## src/rtl/title_banner_if.sv

```systemverilog
// Signal bundle between the title-screen banner controller and its video/input environment.
// No valid/ready handshake here: frame_tick is a one-cycle strobe, everything else is a level sampled every clock.
interface title_banner_if;
  logic         show;
  logic         start_btn;
  logic         frame_tick;
  logic [9:0]   pixel_x;
  logic [9:0]   pixel_y;
  logic [4:0]   rom_addr;
  logic [127:0] rom_data;
  logic         title_on;
  logic         busy;
  logic         done;
  // Debug view of the sequencer: state code (IDLE=0, SLIDE=1, SHOW=2, BLINK=3), x_pos, visible.
  logic [1:0]   state_dbg;
  logic [10:0]  x_pos_dbg;
  logic         visible_dbg;

  modport master (
    output show, start_btn, frame_tick, pixel_x, pixel_y, rom_data,
    input  rom_addr, title_on, busy, done, state_dbg, x_pos_dbg, visible_dbg
  );

  modport slave (
    input  show, start_btn, frame_tick, pixel_x, pixel_y, rom_data,
    output rom_addr, title_on, busy, done, state_dbg, x_pos_dbg, visible_dbg
  );
endinterface

```

## src/rtl/title_banner_ctrl.sv

```systemverilog
// Title banner sequencer: slides a 128x32 bitmap in from the right edge, holds it,
// blinks it after a start press, then pulses done. Also renders the banner pixel.
module title_banner_ctrl #(
   parameter int X_TARGET      = 256,
   parameter int Y_TOP         = 200,
   parameter int SLIDE_STEP    = 4,
   parameter int BLINK_FRAMES  = 8,
   parameter int BLINK_TOGGLES = 6
) (
   input logic           clk,
   input logic           reset,
   title_banner_if.slave bus
);

   typedef enum logic [1:0] {IDLE = 2'd0, SLIDE = 2'd1, SHOW = 2'd2, BLINK = 2'd3} state_t;

   localparam int FW = $clog2(BLINK_FRAMES + 1);
   localparam int TW = $clog2(BLINK_TOGGLES + 1);
   localparam logic [10:0]   X_OFF  = 11'd640;
   localparam logic [10:0]   X_TGT  = 11'(X_TARGET);
   localparam logic [10:0]   X_SNAP = 11'(X_TARGET + SLIDE_STEP);
   localparam logic [10:0]   STEP   = 11'(SLIDE_STEP);
   localparam logic [9:0]    Y_LO   = 10'(Y_TOP);
   localparam logic [9:0]    Y_HI   = 10'(Y_TOP + 31);
   localparam logic [4:0]    Y_LO5  = 5'(Y_TOP);
   localparam logic [FW-1:0] F_LAST = FW'(BLINK_FRAMES - 1);
   localparam logic [TW-1:0] T_LAST = TW'(BLINK_TOGGLES - 1);

   state_t        state_q, state_d;
   logic [10:0]   x_pos_q, x_pos_d;
   logic          visible_q, visible_d;
   logic [FW-1:0] frame_q, frame_d;
   logic [TW-1:0] toggle_q, toggle_d;
   logic          done_q, done_d;
   logic          start_btn_d;
   logic          title_on_q;
   logic          start_edge;

   assign start_edge = bus.start_btn & ~start_btn_d;

   always_comb begin
      state_d   = state_q;
      x_pos_d   = x_pos_q;
      visible_d = visible_q;
      frame_d   = frame_q;
      toggle_d  = toggle_q;
      done_d    = 1'b0;
      case (state_q)
         IDLE: begin
            if (bus.show) begin
               state_d   = SLIDE;
               visible_d = 1'b1;
            end
         end
         SLIDE: begin
            // A start press skips the rest of the slide, even on a frame_tick cycle.
            if (start_edge) begin
               x_pos_d = X_TGT;
               state_d = SHOW;
            end else if (bus.frame_tick) begin
               if (x_pos_q <= X_SNAP) begin
                  x_pos_d = X_TGT;
                  state_d = SHOW;
               end else begin
                  x_pos_d = x_pos_q - STEP;
               end
            end
         end
         SHOW: begin
            if (start_edge) begin
               state_d  = BLINK;
               frame_d  = '0;
               toggle_d = '0;
            end
         end
         BLINK: begin
            if (bus.frame_tick) begin
               if (frame_q == F_LAST) begin
                  frame_d   = '0;
                  visible_d = ~visible_q;
                  if (toggle_q == T_LAST) begin
                     done_d  = 1'b1;
                     state_d = IDLE;
                  end else begin
                     toggle_d = toggle_q + 1'b1;
                  end
               end else begin
                  frame_d = frame_q + 1'b1;
               end
            end
         end
         default: state_d = IDLE;
      endcase
      // Dropping show aborts any sequence silently.
      if (state_q != IDLE && !bus.show) begin
         state_d = IDLE;
         done_d  = 1'b0;
      end
      if (state_d == IDLE) begin
         x_pos_d   = X_OFF;
         visible_d = 1'b0;
         frame_d   = '0;
         toggle_d  = '0;
      end
   end

   always_ff @(posedge clk or posedge reset) begin
      if (reset) begin
         state_q     <= IDLE;
         x_pos_q     <= X_OFF;
         visible_q   <= 1'b0;
         frame_q     <= '0;
         toggle_q    <= '0;
         done_q      <= 1'b0;
         start_btn_d <= 1'b0;
      end else begin
         state_q     <= state_d;
         x_pos_q     <= x_pos_d;
         visible_q   <= visible_d;
         frame_q     <= frame_d;
         toggle_q    <= toggle_d;
         done_q      <= done_d;
         start_btn_d <= bus.start_btn;
      end
   end

   // Pixel path: column offset only needs the low 7 bits once in_box holds.
   logic [10:0] px;
   logic [6:0]  col;
   logic        in_box;

   assign px     = {1'b0, bus.pixel_x};
   assign col    = bus.pixel_x[6:0] - x_pos_q[6:0];
   assign in_box = (bus.pixel_y >= Y_LO) && (bus.pixel_y <= Y_HI) &&
                   (px >= x_pos_q) && (px < x_pos_q + 11'd128);

   always_ff @(posedge clk or posedge reset) begin
      if (reset) title_on_q <= 1'b0;
      else       title_on_q <= in_box & visible_q & bus.rom_data[col];
   end

   assign bus.rom_addr    = bus.pixel_y[4:0] - Y_LO5;
   assign bus.title_on    = title_on_q;
   assign bus.busy        = (state_q != IDLE);
   assign bus.done        = done_q;
   assign bus.state_dbg   = state_q;
   assign bus.x_pos_dbg   = x_pos_q;
   assign bus.visible_dbg = visible_q;

endmodule

```

## src/flat_wrapper.sv

```systemverilog
// flat-port wrapper written by rule: the top's interface ports become plain ports
module title_banner_ctrl_flat 
#(
   parameter int X_TARGET      = 256,
   parameter int Y_TOP         = 200,
   parameter int SLIDE_STEP    = 4,
   parameter int BLINK_FRAMES  = 8,
   parameter int BLINK_TOGGLES = 6
)
  (clk, reset, bus_show, bus_start_btn, bus_frame_tick, bus_pixel_x, bus_pixel_y, bus_rom_data, bus_rom_addr, bus_title_on, bus_busy, bus_done, bus_state_dbg, bus_x_pos_dbg, bus_visible_dbg);
  title_banner_if bus_i ();
  input logic clk;
  input logic reset;
  input wire logic [$bits(bus_i.show)-1:0] bus_show;
  input wire logic [$bits(bus_i.start_btn)-1:0] bus_start_btn;
  input wire logic [$bits(bus_i.frame_tick)-1:0] bus_frame_tick;
  input wire logic [$bits(bus_i.pixel_x)-1:0] bus_pixel_x;
  input wire logic [$bits(bus_i.pixel_y)-1:0] bus_pixel_y;
  input wire logic [$bits(bus_i.rom_data)-1:0] bus_rom_data;
  output wire logic [$bits(bus_i.rom_addr)-1:0] bus_rom_addr;
  output wire logic [$bits(bus_i.title_on)-1:0] bus_title_on;
  output wire logic [$bits(bus_i.busy)-1:0] bus_busy;
  output wire logic [$bits(bus_i.done)-1:0] bus_done;
  output wire logic [$bits(bus_i.state_dbg)-1:0] bus_state_dbg;
  output wire logic [$bits(bus_i.x_pos_dbg)-1:0] bus_x_pos_dbg;
  output wire logic [$bits(bus_i.visible_dbg)-1:0] bus_visible_dbg;
  assign bus_i.show = bus_show;
  assign bus_i.start_btn = bus_start_btn;
  assign bus_i.frame_tick = bus_frame_tick;
  assign bus_i.pixel_x = bus_pixel_x;
  assign bus_i.pixel_y = bus_pixel_y;
  assign bus_i.rom_data = bus_rom_data;
  assign bus_rom_addr = bus_i.rom_addr;
  assign bus_title_on = bus_i.title_on;
  assign bus_busy = bus_i.busy;
  assign bus_done = bus_i.done;
  assign bus_state_dbg = bus_i.state_dbg;
  assign bus_x_pos_dbg = bus_i.x_pos_dbg;
  assign bus_visible_dbg = bus_i.visible_dbg;
  title_banner_ctrl #(.X_TARGET(X_TARGET), .Y_TOP(Y_TOP), .SLIDE_STEP(SLIDE_STEP), .BLINK_FRAMES(BLINK_FRAMES), .BLINK_TOGGLES(BLINK_TOGGLES)) u_core (.clk(clk), .reset(reset), .bus(bus_i));
endmodule
```

## config.mk

```make
export PLATFORM = sky130hd
export DESIGN_NAME = title_banner_ctrl_flat
export DESIGN_NICKNAME = d
export VERILOG_FILES = /design/src/rtl/title_banner_if.sv /design/src/rtl/title_banner_ctrl.sv /design/src/flat_wrapper.sv
export SDC_FILE = /design/constraint.sdc
export NUM_CORES = 1
export LEC_CHECK = 0
export BUFFER_PORTS_ARGS = -buffer_cell sky130_fd_sc_hd__clkbuf_2
export CAP_MARGIN = 25
export CORE_MARGIN = 5
export CORE_UTILIZATION = 35
export CTS_CLUSTER_DIAMETER = 120
export DETAILED_ROUTE_END_ITERATION = 10
export PLACE_DENSITY_LB_ADDON = 0.2
export SETUP_SLACK_MARGIN = 0.3
export SYNTH_ARGS = -nofsm -noshare
export SYNTH_HDL_FRONTEND = slang
export SYNTH_SLANG_ARGS = --single-unit
export TNS_END_PERCENT = 100
```

## constraint.sdc

```tcl
create_clock -name clk -period 3.55 [get_ports clk]
set_clock_uncertainty 0.2 [all_clocks]
set_input_delay 0.355 -clock clk [delete_from_list [all_inputs] [get_ports clk]]
set_output_delay 0.355 -clock clk [all_outputs]
set_load 0.05 [all_outputs]
```

==> reports/metrics.yaml <==
synth_top_area_frac: 0.207
rsz0062_at_grt: "no"
clock-root-buffer: "clkbuf_8"
max_clock_freq_mhz: 326
seq_area_um2: 553
dr.pass1.iters: 4
ff2ff_setup_slack_ns: 0.48
p_int_mw: 0.693
grt.total_usage: 0.181
detail-route-antenna-nets: 0
pwr-share-clk: 0.158
grt_pass1_wl_um: 14800
cp.required_ns: 3.54
cts_buffer_depth: 2
ys.flop_type: "dfrtp_1"
leakage_nw: 1.94
clkSlewWorstSetupHoldPaths_ns: 0.09
synth_edf_count: 0
final.period_utilization: 0.863
cap_violations: 0
grt_overflow: 0
swShare: 0.407
peakVddDrop_v: 0.000150
yosysSeqAreaShare: 0.188
routed-via-count: 2978
synth_compound_area_frac: 0.168
routed_wirelength_um: 9560
end_kind: "flop"
core_um2: 8180
critPathMaxFanout: 14
fin_area_um2: 3900
fin_tns_setup_ns: 0
arrival_ns: 3.05
ff2ff_path_depth: 9
fin_crit_ns: 3.07
synthSimpleGateAreaFrac: 0.151
cts_sinks: 22
rows: 33
synth_cells: 311
drive_above_1_share: 0.462
wl_per_cell_um: 16.7
syn_to_final_growth_pct: 32.8
worst_pin_slew_ns: 0.872
synthXorXnorAreaFrac: 0.0507
synth_top_family_by_area: "multiplexers"
comb_power_share: 0.592
io_pins: 175
vias_per_cell: 5.20
port_buffers: 166
drt-initial-drc-count: 153
synth_cell_types: 54
die_area_um2: 10300
switching_power_mw: 0.475
filler_cell_count: 796
p_seq_frac: 0.250
slew_violations: 0
placed_cell_area_um2: 3830
r2r-end: "u_core.bus.title_on"
grt_pass1_vias: 3098
hpwl_um: 8340
cp-endpoint: "u_core.bus.title_on"
p_per_area_nw_per_um2: 300
status: "complete, no violations"
syn_area_um2: 2930
synth_top_cell_by_area: "mux4_2"
route.detailed.drc: 0
die_y_um: 102
multi_input_area_um2: 2200
antenna_found_initial: 0
synth_fa_ha_area_frac: 0.0938
critPathKind: "flop to flop"
async_reset_ff_frac: 1.00
grt_max_degree: 27
worstSkewPairLatency_ns: 0.26
fin_nets: 644
htree_levels: 1
avgSynthCellArea_um2: 9.43
hold_buffers: 0
synth_area_leaders: "mux4_2 (21%), dfrtp_1 (17%), ha_1 (9.4%), mux2i_1 (4.1%), nand2_1 (4.1%)"
die_width_um: 102
cts_resized: 0
synth_warnings: 0
post_cts_buffers: 0
power_mw: 1.17
hp-class: "primary input to flop"
synthMuxAreaShare: 0.275
cts_tree: "built"
synth_seq_cells: 22
diodes: 0
startpoint_type: "flop"
hold_viol_final: 0
setup.worst_path.start: "u_core.bus.x_pos_dbg[2]"
routabilityCongestion: 0.862
reg2reg_from: "u_core.bus.x_pos_dbg[2]"
cts_made_buffers: 3
slew_headroom: 0.418
start_util: 0.359
setup_viol: 0
cell usage in the layout (no fill, tap or decap), types with 12 or more instances in the layout:
master / n
ha_1: 21
nand2_1: 32
o21ai_0: 14
mux2i_1: 12
a21oi_1: 15
nor2_1: 25
inv_1: 24
mux4_2: 27
clkbuf_2: 166
dfrtp_1: 20
routing by layer:
layer / vias up / track usage / share of wire
met2: 108 / 0.335 / 0.54
met3: 2 / 0.0344 / 0.056
met1: 1396 / 0.223 / 0.40
met4: 0 / 0.0204 / 0.0038
li1: 1472 / - / -
met5: - / 0 / 0
registers in the layout, summed over array words and instances (netlist names):
name	count
u_core.bus.visible_dbg	1
u_core.bus.title_on	1
u_core.bus.done	1
u_core.start_btn_d	1
u_core.frame_q	4
u_core.bus.x_pos_dbg	9
u_core.bus.state_dbg	2
u_core.toggle_q	3
worst min path at each step:
stage | from | endpoint | slack [ns] | cells after the start
finish | bus_start_btn | u_core.start_btn_d | 0.01 | 1
global route | bus_start_btn | u_core.start_btn_d | 0.003 | 1
CTS | bus_start_btn | u_core.start_btn_d | 0.005 | 1
detailed placement | bus_start_btn | u_core.start_btn_d | 0.29 | 1
global placement | bus_start_btn | u_core.start_btn_d | 0.28 | 1
floorplan | reset | u_core.bus.done | 0.14 | 1
cell usage after synthesis, drive strengths merged (4+ instances only):
library cell,number
nand3,8
nand2b,4
nor2b,6
mux2i,12
clkbuf,8
dfrtp,20
xnor2,11
a2111oi,4
o31ai,6
mux4,30
o21ai,15
ha,22
nor2,25
a21oi,15
inv,24
buf,12
a22oi,4
nand2,33
nand4,4
layout make-up:
| type | count | area share |
|---|---|---|
| inverter | 24 | 0.0231 |
| multi-input combinational | 247 | 0.564 |
| sequential | 22 | 0.142 |
| clock buffer | 4 | 0.0141 |
| tap | 105 | 0.0337 |
| timing repair buffer | 171 | 0.223 |
worst max-delay path: stages (launching register included):
cell and delay (ns):
dfrtp_1 0.44, inv_1 0.12, ha_1 0.47, xor2_4 0.50, buf_4 0.24, mux2i_1 0.08, mux4_2 0.46, mux2i_1 0.17
o22ai_1 0.11, a211oi_2 0.18
cells by family (layout without fill, tap and decap cells):
| kind of cell | Yosys count | count (layout) |
|---|---|---|
| mux | 42 | 42 |
| flops | 22 | 22 |
| simple gates | 95 | 95 |
| other cells | 2 | 4 |
| fa+ha+maj | 22 | 22 |
| buf+inv | 44 | 199 |
| xor+xnor | 14 | 14 |
| compound gates | 70 | 70 |
power groups by stage:
stage / clock network, mW / logic [mW] / registers, mW
after global placement: 0 / 0.682 / 0.296
after floorplan: 0 / 0.477 / 0.332
final: 0.185 / 0.691 / 0.292
after global routing: 0.200 / 0.762 / 0.294
after detailed placement: 0 / 0.689 / 0.296
after CTS: 0.189 / 0.692 / 0.291
per-stage QoR:
| stage | setup WS [ns] | std cells | hold slack [ns] | util |
|---|---|---|---|---|
| 2_1_floorplan | 0.305 | 313 | 0.143 | - |
| 3_3_place_gp | 0.448 | 569 | 0.281 | 0.468 |
| 3_5_place_dp | 0.334 | 569 | 0.286 | 0.468 |
| 4_1_cts | 0.425 | 573 | 0.00501 | 0.475 |
| 5_1_grt | 0.340 | 573 | 0.00332 | 0.477 |
| 6_report | 0.485 | 573 | 0.0142 | 0.477 |
Note: power is estimated with default switching activity, not from simulation.
